File: config.mk
export PLATFORM = sky130hd
export DESIGN_NAME = uart_rx
export DESIGN_NICKNAME = d
export VERILOG_FILES = /design/src/rtl/uart_rx.sv
export SDC_FILE = /design/constraint.sdc
export NUM_CORES = 1
export LEC_CHECK = 0
export ABC_CLOCK_PERIOD_IN_PS = 2100
export BUFFER_PORTS_ARGS = -buffer_cell sky130_fd_sc_hd__buf_4
export CAP_MARGIN = 20
export CORE_UTILIZATION = 60
export CTS_BUF_LIST = sky130_fd_sc_hd__clkbuf_2 sky130_fd_sc_hd__clkbuf_4 sky130_fd_sc_hd__clkbuf_8
export DETAILED_ROUTE_END_ITERATION = 10
export HOLD_SLACK_MARGIN = 0.12
export PLACE_DENSITY = 0.81
export RECOVER_POWER = 50
export SKIP_LAST_GASP = 1
export SYNTH_ARGS = -nofsm -noshare
export SYNTH_HDL_FRONTEND = slang
export SYNTH_SLANG_ARGS = --single-unit
export TNS_END_PERCENT = 100
File: constraint.sdc
create_clock -name clk -period 2.1 [get_ports clk]
set_input_delay 0.315 -clock clk [delete_from_list [all_inputs] [get_ports clk]]
set_output_delay 0.315 -clock clk [all_outputs]
set_load 0.005 [all_outputs]
File: src/rtl/uart_rx.sv
// 16x-oversampled UART receiver: start, 8 data bits LSB first, optional even parity, 1 stop bit.
// Define UART_RX_PARITY_EN to include the parity bit; otherwise parity_err is tied low.
module uart_rx #(
  parameter int DBIT    = 8,
  parameter int SB_TICK = 16
) (
  input  logic       clk,
  input  logic       reset_n,
  input  logic       rx,
  input  logic       s_tick,
  output logic [7:0] dout,
  output logic       rx_done_tick,
  output logic       parity_err,
  output logic       frame_err
);

  // state  | meaning
  // IDLE   | waiting for a falling edge on an armed (previously high) line
  // START  | counting to mid start bit to reject glitches
  // DATA   | sampling 8 data bits at bit centre
  // PARITY | sampling the even-parity bit
  // STOP   | sampling the stop bit, then publishing the frame
  localparam logic [2:0] IDLE   = 3'd0;
  localparam logic [2:0] START  = 3'd1;
  localparam logic [2:0] DATA   = 3'd2;
`ifdef UART_RX_PARITY_EN
  localparam logic [2:0] PARITY = 3'd3;
`endif
  localparam logic [2:0] STOP   = 3'd4;

  localparam logic [3:0] S_STOP_LAST = 4'(SB_TICK - 1);
  localparam logic [2:0] N_LAST      = 3'(DBIT - 1);

  logic [2:0] state;
  logic [3:0] s_reg;
  logic [2:0] n_reg;
  logic [7:0] b_reg;
  logic       armed;
  logic       rx_meta;
  logic       rx_s;

  always_ff @(posedge clk or negedge reset_n) begin
    if (!reset_n) begin
      rx_meta <= 1'b1;
      rx_s    <= 1'b1;
    end else begin
      rx_meta <= rx;
      rx_s    <= rx_meta;
    end
  end

`ifdef UART_RX_PARITY_EN
  logic p_bit;

  always_ff @(posedge clk or negedge reset_n) begin
    if (!reset_n)
      p_bit <= 1'b0;
    else if (state == PARITY && s_tick && s_reg == 4'd15)
      p_bit <= rx_s;
  end
`endif

  always_ff @(posedge clk or negedge reset_n) begin
    if (!reset_n) begin
      state        <= IDLE;
      s_reg        <= 4'd0;
      n_reg        <= 3'd0;
      b_reg        <= 8'h00;
      armed        <= 1'b0;
      dout         <= 8'h00;
      rx_done_tick <= 1'b0;
      parity_err   <= 1'b0;
      frame_err    <= 1'b0;
    end else begin
      rx_done_tick <= 1'b0;
      case (state)
        IDLE: begin
          // armed keeps a held-low line (break) from retriggering a frame
          if (rx_s) begin
            armed <= 1'b1;
          end else if (armed) begin
            state <= START;
            s_reg <= 4'd0;
            armed <= 1'b0;
          end
        end
        START: begin
          if (s_tick) begin
            if (s_reg == 4'd7) begin
              if (!rx_s) begin
                state <= DATA;
                s_reg <= 4'd0;
                n_reg <= 3'd0;
              end else begin
                state <= IDLE;
              end
            end else begin
              s_reg <= s_reg + 4'd1;
            end
          end
        end
        DATA: begin
          if (s_tick) begin
            if (s_reg == 4'd15) begin
              b_reg <= {rx_s, b_reg[7:1]};
              s_reg <= 4'd0;
              if (n_reg == N_LAST) begin
`ifdef UART_RX_PARITY_EN
                state <= PARITY;
`else
                state <= STOP;
`endif
              end else begin
                n_reg <= n_reg + 3'd1;
              end
            end else begin
              s_reg <= s_reg + 4'd1;
            end
          end
        end
`ifdef UART_RX_PARITY_EN
        PARITY: begin
          if (s_tick) begin
            if (s_reg == 4'd15) begin
              state <= STOP;
              s_reg <= 4'd0;
            end else begin
              s_reg <= s_reg + 4'd1;
            end
          end
        end
`endif
        STOP: begin
          if (s_tick) begin
            if (s_reg == S_STOP_LAST) begin
              state        <= IDLE;
              dout         <= b_reg;
              frame_err    <= ~rx_s;
              rx_done_tick <= 1'b1;
`ifdef UART_RX_PARITY_EN
              parity_err   <= p_bit ^ (^b_reg);
`else
              parity_err   <= 1'b0;
`endif
            end else begin
              s_reg <= s_reg + 4'd1;
            end
          end
        end
        default: state <= IDLE;
      endcase
    end
  end

endmodule

# Yosys cells after proc, flatten, opt, wreduce, memory -nomap -nowiden
# Index checks and enable logic that the tools add are counted.
[classes]
add_sub_neg = 2
eq_ne = 19
mux = 32
bitwise_logic = 1
n_reduce_logical = 8
[op_table]
columns = ["cell", "count"]
rows = [
  ["$mux W3", 15],
  ["$mux W4", 9],
  ["$ne A2 B2 Y1 const B", 12],
  ["$pmux W4 S4", 1],
  ["$pmux W3 S4", 1],
  ["$reduce_and A9 Y1", 1],
  ["$reduce_and A8 Y1", 1],
  ["$reduce_and A7 Y1", 1],
  ["$eq A3 B3 Y1 const B", 2],
  ["$pmux W3 S2", 1],
  ["$reduce_and A3 Y1", 2],
  ["$add A4 B1 Y4 const B", 1],
  ["$eq A4 B3 Y1 const B", 1],
  ["$eq A4 B4 Y1 const B", 1],
  ["$mux W1", 4],
  ["$reduce_bool A4 Y1", 1],
  ["$add A3 B1 Y3 const B", 1],
  ["$eq A3 B1 Y1 const B", 1],
  ["$eq A3 B2 Y1 const B", 1],
  ["$logic_not A3 Y1", 1],
  ["$ne A3 B3 Y1 const B", 1],
  ["$mux W2", 1],
  ["$reduce_bool A2 Y1", 1],
  ["$not A1 Y1", 1],
]
[totals]
reg_bits = 31
input_bits = 4
output_inout_bits = 11
word_cells = 72

# Longest topological paths before layout
# Gate-level depths: netlist of the first run.
[logic_depth]
word_depth = 5
ltp_mapped = 6
mapped_depth_nobuf = 6

# Worst setup path before layout of the first run
# No wires, ideal clock.
[synth_timing]
kind = "register to register"
startpoint = "register s_reg[0]"
endpoint = "register n_reg[0]"
setup_ns = 0.128
arrival_ns = 1.539
t_required_ns = 1.972
setup_slack_ns = 0.434
path_stages_with_launch = 6
n_path_buf = 0
period_less_slack_ns = 1.666
path_cell_list = "dfrtp_1 > ha_1 > and3b_1 > and2_1 > o21ai_1 > mux2_1"
[synth_via]
elab_chain_cells = 3
word_cells_on_any_way = 5
cone_classes = "eq/ne (4); reduce/logical (1)"
[synth_rtl]
columns = ["element", "line_no", "text"]
rows = [
  ["from (decl)", "35", "logic [3:0] s_reg;"],
  ["from (signal assigned)", "98", "s_reg <= s_reg + 4'd1;"],
  ["from (signal assigned)", "117", "s_reg <= s_reg + 4'd1;"],
  ["from (signal assigned)", "146", "s_reg <= s_reg + 4'd1;"],
  ["$eq A4 B4 Y1 / $eq A4 B3 Y1 (equally long branches)", "104, 89", ""],
  ["$ne A2 B2 Y1 (no line)", "--", ""],
  ["$reduce_and A7 Y1 (no line) *", "--", ""],
  ["to (signal assigned)", "114", "n_reg <= n_reg + 3'd1;"],
  ["to (decl)", "36", "logic [2:0] n_reg;"],
]
# Every way passes the cells marked *; elsewhere a longest branch is shown, timed or not.
# A chain may end at the register's enable or synchronous reset.

# Worst setup path after layout of the first run
[layout_timing]
startpoint = "register s_reg[0]"
endpoint = "register s_reg[3]"
[layout_via]
elab_chain_cells = 4
word_cells_on_any_way = 13
cone_classes = "add/sub (1); eq/ne (4); mux (7); reduce/logical (1)"
[layout_rtl]
columns = ["element", "line_no", "text"]
rows = [
  ["$add A4 B1 Y4 (tied with other cells)", "98, 117, 146", ""],
  ["$mux W4, on equally long branches", "135, 104, 89", ""],
  ["$mux W4, on equally long branches", "134, 103, 88", ""],
  ["$pmux W4 S4", "76", "case (state)"],
]
# Several ways; a longest one is shown, not always the timed one. The select of a mux whose other input is x is not followed.

==> results of run 1 <==
layout make-up:
type                       count  share of cell area [%]
sequential                    31                   45.67
multi-input combinational     78                   39.21
timing repair buffer          15                   6.755
clock inverter                 3                   2.570
clock buffer                   5                   2.203
tap                           28                   2.056
inverter                       7                   1.542
logic make-up after synthesis:
family,Yosys count,synth area share [%]
simple gates,33,13.86
flops,31,51.62
mux,23,18.84
compound gates,17,8.299
buf+inv,11,4.066
fa+ha+maj,3,2.490
other cells,1,0.2487
xor+xnor,1,0.5810
path summary, 6_finish.rpt:
check	endpoint	slack, ns	from	cells after the start
setup / recovery	s_reg[3]	0.23	s_reg[0]	6
hold / removal	rx_s	0.37	rx_meta	0
setup reg to reg	s_reg[3]	0.23	s_reg[0]	6
hold reg to reg	rx_s	0.37	rx_meta	0
max in group asynchronous	n_reg[0]	1.04	reset_n	2
min in group asynchronous	dout[2]	0.57	reset_n	2
repair_timing:
item | in CTS | in global routing
hold buffers | 2 | 0
setup buffers | 0 | 0
hold endpoints to repair | 30 | 0
gates resized for setup | 0 | 0
cell usage in the layout (no fill, tap or decap), drive strengths merged, types with 3 or more instances in the layout:
| cell | n |
|---|---|
| nor3 | 5 |
| nor2 | 7 |
| mux2i | 4 |
| and2 | 3 |
| dfrtp | 29 |
| nand2 | 5 |
| clkbuf | 10 |
| nand3 | 3 |
| ha | 3 |
| inv | 7 |
| mux2 | 19 |
| o21ai | 4 |
| buf | 8 |
| nand2b | 3 |
metal layers:
metal,GRT usage (%),share of wire (%),wire length (µm),vias up
met5,0,0,0,-
met4,8.772,2.0,51,0
met3,5.263,4.0,100,11
met2,35.04,48,1198,33
met1,29.73,46,1151,486
li1,-,-,-,464
critical path: stages (launching register included):
cell and delay [ns]:
dfrtp_1 0.42, ha_1 0.27, a31oi_1 0.26, a221oi_1 0.16
nor3_2 0.33, a21boi_1 0.22, o22ai_1 0.10
power by group through the flow:
stage / registers, mW / clock network (mW) / logic, mW
floorplan: 0.700 / 0 / 0.362
global placement: 0.743 / 0 / 0.359
detailed placement: 0.748 / 0 / 0.379
CTS: 0.737 / 0.475 / 0.384
global route: 0.751 / 0.496 / 0.434
finish: 0.738 / 0.460 / 0.384
metrics by stage:
| stage | utilization (%) | power [mW] | hold WS (ns) | setup slack [ns] | cell area, µm² |
|---|---|---|---|---|---|
| floorplan | - | 1.062 | 0.01941 | 0.4338 | 1508 |
| global placement | 69.88 | 1.102 | 0.2605 | 0.3451 | 1605 |
| detailed placement | 69.88 | 1.127 | 0.2641 | 0.2844 | 1605 |
| CTS | 74.29 | 1.596 | 0.3679 | 0.2581 | 1707 |
| global route | 74.18 | 1.681 | 0.3695 | 0.06852 | 1704 |
| finish | 74.18 | 1.582 | 0.3659 | 0.2308 | 1704 |
==> results.json, run 1 <==
{
  "status": "complete, no violations",
  "pwr-share-comb_pct": 24.3,
  "tns_ns": 0,
  "track_usage_pct": 22.28,
  "synth_edf_count": 0,
  "power_frac_clock_pct": 29.1,
  "regArea_um2": 778.2,
  "core_area_um2": 2297,
  "clockBufferDepth": 2,
  "io_buffers": 13,
  "first_global_vias": 942,
  "power_density_nw_per_um2": 928.5,
  "cts-root-buf": "clkbuf_4",
  "drc": 0,
  "numCtsBuffers": 5,
  "ys_seq_area_share_pct": 51.62,
  "cp-end-kind": "register",
  "worstSkewPairLatency_ns": 0.34,
  "grt_max_degree": 32,
  "die_area_um2": 2718,
  "fp.dieW_um": 52.13,
  "power_switching_mw": 0.4974,
  "grt-ovfl-total": 0,
  "start_util_pct": 65.63,
  "path_clk_slew_ns": 0.09,
  "ys_async_sr_fraction_pct": 100.0,
  "maxSlewViolCount": 0,
  "p_leak_nw": 0.8452,
  "p_sw_share_pct": 31.44,
  "stdcell_count": 167,
  "antenna_found_initial": 0,
  "routabilityCongestion": 0.8156,
  "yosys.cell_count.top_type": "dfrtp_1",
  "wirelength_um": 2502,
  "yosysTopAreaCellShare_pct": 48.13,
  "grt_pass1_wl_um": 4278,
  "filler_cell_count": 171,
  "clock_skew_ns": 0.01908,
  "insertedDiodeCount": 0,
  "ys_ff_latch": 31,
  "synth_common_cells": "29 x dfrtp_1, 9 x mux2_2, 8 x mux2_4, 7 x inv_1, 5 x nand2_1",
  "tritoncts": "built",
  "ys.flop_type": "dfrtp_1",
  "cp.required_ns": 2.31,
  "peakVddDrop_uv": 720.4,
  "rsz0062_at_grt": "no",
  "drtAntennaViolNets": 0,
  "avgSynthCellArea_um2": 12.56,
  "cts_num_sinks": 31,
  "die_h_um": 52.13,
  "intPower_mw": 1.085,
  "max_slew_margin_pct": 50.86,
  "min_path_type": "register to register",
  "multi_input_area_um2": 668.1,
  "fin_crit_sh_pct": 89.01,
  "worst_slew_pin_slew_ns": 0.7371,
  "start_kind": "register",
  "wl_per_cell_um": 14.98,
  "post-dp-hpwl_um": 1741,
  "ys_types": 40,
  "avgViaCountPerCell": 5.952,
  "hold_viol_final": 0,
  "syn_inst": 120,
  "crit_type": "register to register",
  "syn-cell-area_um2": 1508,
  "dpl.cell_count": 157,
  "setup_violations": 0,
  "synth_top_area_cell": "dfrtp_1",
  "drive_gt1_share_pct": 35.25,
  "dr.pass1.iters": 4,
  "drtIter0Drc": 15,
  "ioPinCount": 15,
  "fmax_ghz": 0.5350,
  "syn_to_final_growth_pct": 13.03,
  "fp-row-count": 17,
  "path_max_fanout": 7,
  "cap_violations": 0,
  "vias": 994,
  "power_frac_seq_pct": 46.7,
  "fin_crit_ns": 1.869,
  "yosys_warnings": 0,
  "h-tree-depth": 2,
  "synth_nets": 127,
  "crit_arrival_ns": 2.08,
  "fin_nets": 145,
  "synth_area_leaders": "dfrtp_1 48%, mux2_4 8.0%, mux2_2 6.7%"
}
Power figures use the tool's default switching activity.
==> run 2, diff against run 1 <==
--- a/config.mk
+++ b/config.mk
@@ -8,6 +8,7 @@
 export ABC_CLOCK_PERIOD_IN_PS = 2100
 export BUFFER_PORTS_ARGS = -buffer_cell sky130_fd_sc_hd__buf_4
 export CAP_MARGIN = 20
+export CORE_MARGIN = 10
 export CORE_UTILIZATION = 60
 export CTS_BUF_LIST = sky130_fd_sc_hd__clkbuf_2 sky130_fd_sc_hd__clkbuf_4 sky130_fd_sc_hd__clkbuf_8
 export DETAILED_ROUTE_END_ITERATION = 10
==> results.json, run 2 (synthesized netlist as in run 1, its figures left out) <==
{
  "status": "complete, no violations",
  "cp.required_ns": 2.31,
  "rsz0062_at_grt": "no",
  "m1WireLength_um": 1139,
  "peakVddDrop_uv": 865.3,
  "first_global_vias": 1018,
  "drc": 0,
  "fmax_ghz": 0.5290,
  "io_buffers": 13,
  "dr_wl_met2_um": 1259,
  "cts.repair.resized": 0,
  "finalCoreUtilization_pct": 69.19,
  "drive_gt1_share_pct": 35.25,
  "clockBufferDepth": 2,
  "insertedDiodeCount": 0,
  "cts-root-buf": "clkbuf_4",
  "die_area_um2": 4918,
  "core_area_um2": 2432,
  "hold_viol_final": 0,
  "final_common_cell": "dfrtp_1",
  "numCtsBuffers": 5,
  "die_h_um": 70.13,
  "final_area_um2": 1683,
  "tritoncts": "built",
  "syn_to_final_growth_pct": 11.62,
  "vias": 984,
  "dr.max_layer_used": "met4",
  "clock_skew_ns": 0.006139,
  "placed_area_um2": 1608,
  "p_leak_nw": 0.8317,
  "crit_type": "register to register",
  "grt_max_degree": 32,
  "max_slew_margin_pct": 51.14,
  "dr.pass1.iters": 4,
  "dp_slack_ns": 0.2432,
  "avgViaCountPerCell": 5.822,
  "fp.dieW_um": 70.13,
  "post-dp-hpwl_um": 1943,
  "maxSlewViolCount": 0,
  "antenna_found_initial": 0,
  "ioPinCount": 15,
  "tns_ns": 0,
  "fin_crit_ns": 1.890,
  "start_util_pct": 61.99,
  "min_path_type": "register to register",
  "grt_pass1_wl_um": 4678,
  "drtAntennaViolNets": 0,
  "routabilityCongestion": 0.8626,
  "track_usage_pct": 11.36,
  "wl_met3_um": 163,
  "wl_per_cell_um": 15.34,
  "fp-row-count": 18,
  "cap_violations": 0,
  "regArea_um2": 778.2,
  "layout_common_cells": "29 x dfrtp_1, 10 x clkbuf_4, 9 x mux2_2",
  "drtIter0Drc": 66,
  "power_density_nw_per_um2": 872.2,
  "cp-end-kind": "register",
  "crit_arrival_ns": 2.10,
  "cts_num_sinks": 31,
  "path_max_fanout": 7,
  "fin_nets": 145,
  "p_total_mw": 1.468,
  "start_kind": "register",
  "holdPathStages": 0,
  "path_clk_slew_ns": 0.09,
  "wirelength_um": 2593,
  "setup_violations": 0,
  "r2r_cells": 6,
  "grt-ovfl-total": 0,
  "fin_ws_ns": 0.2095,
  "filler_cell_count": 174,
  "multi_input_area_um2": 668.1,
  "worst_slew_pin_slew_ns": 0.7329,
  "h-tree-depth": 2,
  "fin_crit_sh_pct": 90.02,
  "worstSkewPairLatency_ns": 0.32
}
## run 2: cell types whose count changed in the layout (fill, tap and decap cells not counted), sizes merged
cell / change
clkbuf: +1
clkinvlp: +1
bufinv: -1
clkinv: -1
## run 2: final cells by class
cell class / count / share of cell area (%)
Timing Repair Buffer: 15 / 6.840
Clock buffer: 6 / 2.677
Clock inverter: 2 / 0.7435
Sequential cell: 31 / 46.25
Multi-Input combinational cell: 78 / 39.70
Tap cell: 30 / 2.230
Inverter: 7 / 1.561
## run 2: through the flow
| step | hold slack, ns | std cells |
|---|---|---|
| floorplan | 0.01941 | 120 |
| global placement | 0.2600 | 159 |
| detailed placement | 0.2616 | 159 |
| CTS | 0.3707 | 169 |
| global route | 0.3755 | 169 |
| finish | 0.3689 | 169 |
## run 2: final timing paths
kind	slack, ns	startpoint	end
worst max-delay path	0.21	s_reg[0]	s_reg[3]
worst min-delay path	0.37	rx_meta	rx_s
worst max register to register	0.21	s_reg[0]	s_reg[3]
worst min register to register	0.37	rx_meta	rx_s
max in group asynchronous	1.07	reset_n	n_reg[2]
min in group asynchronous	0.57	reset_n	dout[4]
## run 2: layer usage
metal | track usage [%] | vias up
met5 | 0 | -
met1 | 12.48 | 484
met2 | 18.63 | 25
li1 | - | 469
met3 | 5.085 | 6
met4 | 4.605 | 0
## run 2: timing repair
action                    in CTS  in global routing
hold buffers                   2                  0
setup buffers                  0                  0
hold endpoints to repair      30                  0
## run 2: where the power goes
part	total [mW]	internal (mW)	switching, mW	leakage (nW)
sequential	0.740	0.658	0.0824	0.404
clock	0.339	0.142	0.197	0.0317
combinational	0.389	0.176	0.213	0.396
## run 2: critical path, stage by stage, from the launching register on
cell and delay [ns]:
dfrtp_1 0.42, ha_1 0.27, a31oi_1 0.26, a221oi_1 0.15
nor3_2 0.35, a21boi_1 0.23, o22ai_1 0.09
==> run 3, diff against run 2 <==
--- a/config.mk
+++ b/config.mk
@@ -8,12 +8,14 @@
 export ABC_CLOCK_PERIOD_IN_PS = 2100
 export BUFFER_PORTS_ARGS = -buffer_cell sky130_fd_sc_hd__buf_4
 export CAP_MARGIN = 20
+export CELL_PAD_IN_SITES_DETAIL_PLACEMENT = 1
+export CELL_PAD_IN_SITES_GLOBAL_PLACEMENT = 1
 export CORE_MARGIN = 10
-export CORE_UTILIZATION = 60
+export CORE_UTILIZATION = 49
 export CTS_BUF_LIST = sky130_fd_sc_hd__clkbuf_2 sky130_fd_sc_hd__clkbuf_4 sky130_fd_sc_hd__clkbuf_8
 export DETAILED_ROUTE_END_ITERATION = 10
 export HOLD_SLACK_MARGIN = 0.12
-export PLACE_DENSITY = 0.81
+export PLACE_DENSITY_LB_ADDON = 0.1
 export RECOVER_POWER = 50
 export SKIP_LAST_GASP = 1
 export SYNTH_ARGS = -nofsm -noshare
==> constraint.sdc (replaced) <==
create_clock -name clk -period 2.1 [get_ports clk]
set_input_delay 0.315 -clock clk [delete_from_list [all_inputs] [get_ports clk]]
set_output_delay 0.315 -clock clk [all_outputs]
set_load 0.05 [all_outputs]
==> results.json, run 3 (synthesized netlist as in run 1, its figures left out) <==
{
  "wirelength_um": 3049,
  "h-tree-depth": 2,
  "clock_skew_ns": 0.009847,
  "fp.dieW_um": 75.47,
  "ioPinCount": 15,
  "first_global_vias": 1061,
  "cap_violations": 0,
  "worstSkewPairLatency_ns": 0.33,
  "p_leak_nw": 0.8332,
  "status": "complete, no violations",
  "grt_max_degree": 32,
  "die_area_um2": 5696,
  "vias": 984,
  "rsz0062_at_grt": "no",
  "fin_crit_ns": 1.895,
  "fin_nets": 146,
  "fp-row-count": 20,
  "max_slew_margin_pct": 50.17,
  "filler_cell_count": 298,
  "crit_arrival_ns": 2.12,
  "grt-ovfl-total": 0,
  "setup_violations": 0,
  "dr.pass1.iters": 4,
  "cp.required_ns": 2.32,
  "peakVddDrop_uv": 438.9,
  "multi_input_area_um2": 668.1,
  "drtAntennaViolNets": 0,
  "cp-end-kind": "register",
  "min_path_type": "register to register",
  "drtIter0Drc": 32,
  "wl_per_cell_um": 17.62,
  "max_stage_delay_ns": 0.42,
  "grtUsageMet2_pct": 19.26,
  "clockBufferDepth": 2,
  "crit_type": "register to register",
  "worst_slew_pin_slew_ns": 0.7474,
  "io_buffers": 13,
  "slowest_stage": "dfrtp_1",
  "met3_usage_pct": 4.167,
  "maxSlewViolCount": 0,
  "met1_usage_pct": 13.36,
  "drc": 0,
  "avgViaCountPerCell": 5.688,
  "stdcell_count": 173,
  "cts_num_sinks": 31,
  "tritoncts": "built",
  "tns_ns": 0,
  "drive_gt1_share_pct": 33.57,
  "hold_viol_final": 0,
  "start_kind": "register",
  "track_usage_pct": 11.59,
  "grt_pass1_wl_um": 4947,
  "layout_common_cells": "29 x dfrtp_1, 9 x mux2_2, 9 x buf_4",
  "power_density_nw_per_um2": 906.7,
  "routabilityCongestion": 0.8609,
  "post-dp-hpwl_um": 2159,
  "fmax_ghz": 0.5277,
  "dpl.cell_count": 163,
  "antenna_found_initial": 0,
  "final_common_cell": "dfrtp_1",
  "fin_crit_sh_pct": 90.25,
  "start_util_pct": 50.21,
  "crit_chain": "ha_1 > a31oi_1 > a221oi_1 > nor3_2 > a21boi_1 > o22ai_1",
  "p_total_mw": 1.539,
  "core_area_um2": 3003,
  "cts-root-buf": "clkbuf_4",
  "regArea_um2": 778.2,
  "path_clk_slew_ns": 0.10,
  "path_max_fanout": 7,
  "insertedDiodeCount": 0,
  "numCtsBuffers": 5,
  "die_h_um": 75.47,
  "grt_most_used_layer": "met2",
  "syn_to_final_growth_pct": 12.61
}
-- run 3: cell types whose count changed in the layout (fill, tap and decap cells not counted) --
| cell | previous run | this run |
|---|---|---|
| clkbuf_4 | 10 | 6 |
| clkinv_2 | 1 | 0 |
| clkbuf_1 | 0 | 3 |
| buf_4 | 8 | 9 |
| clkbuf_8 | 0 | 2 |
-- run 3: repair_timing --
action | 4_1_cts | 5_1_grt
hold buffers | 2 | 0
resized for setup | 0 | 0
buffers inserted | 0 | 0
hold endpoints to repair | 30 | 0
-- run 3: final cells by class --
cell class	count	share of cell area, %
Sequential cell	31	45.84
Multi-Input combinational cell	78	39.35
Timing Repair Buffer	16	6.559
Clock buffer	7	3.832
Tap cell	33	2.432
Inverter	7	1.548
Clock inverter	1	0.4422
-- run 3: critical path, delay by kind of cell, from the launching register on --
family	cells	cell delay, ns
fa+ha+maj	1	0.27
compound gates	4	0.75
flops	1	0.42
simple gates	1	0.35
-- run 3: per-layer routing --
layer  vias to the layer above  share of wire [%]
met5                         -                  0
met4                         0                1.7
met3                         6                3.8
met2                        15                 52
met1                       498                 42
li1                        465                  -
-- run 3: path summary, 6_finish.rpt --
path	startpoint	endpoint	slack, ns	cells past startpoint
min in group asynchronous	reset_n	state[1]	0.58	2
setup / recovery	s_reg[0]	s_reg[3]	0.20	6
hold / removal	rx_meta	rx_s	0.37	0
setup reg to reg	s_reg[0]	s_reg[3]	0.20	6
max in group asynchronous	reset_n	b_reg[1]	1.05	2
hold reg to reg	rx_meta	rx_s	0.37	0
-- run 3: per-stage QoR --
step	setup WS (ns)	hold slack [ns]	util, %	cell area [µm²]
2_1_floorplan	0.4338	0.01941	-	1508
3_3_place_gp	0.2977	0.2678	53.92	1619
3_5_place_dp	0.2405	0.2671	53.92	1619
4_1_cts	0.2309	0.3668	57.00	1712
5_1_grt	0.06152	0.3723	56.54	1698
6_report	0.2048	0.3661	56.54	1698
-- run 3: power by group --
part	leakage (nW)	switching (mW)	total [mW]	internal [mW]
Sequential	0.404	0.0824	0.740	0.658
Combinational	0.391	0.219	0.399	0.179
Clock	0.0375	0.205	0.400	0.196
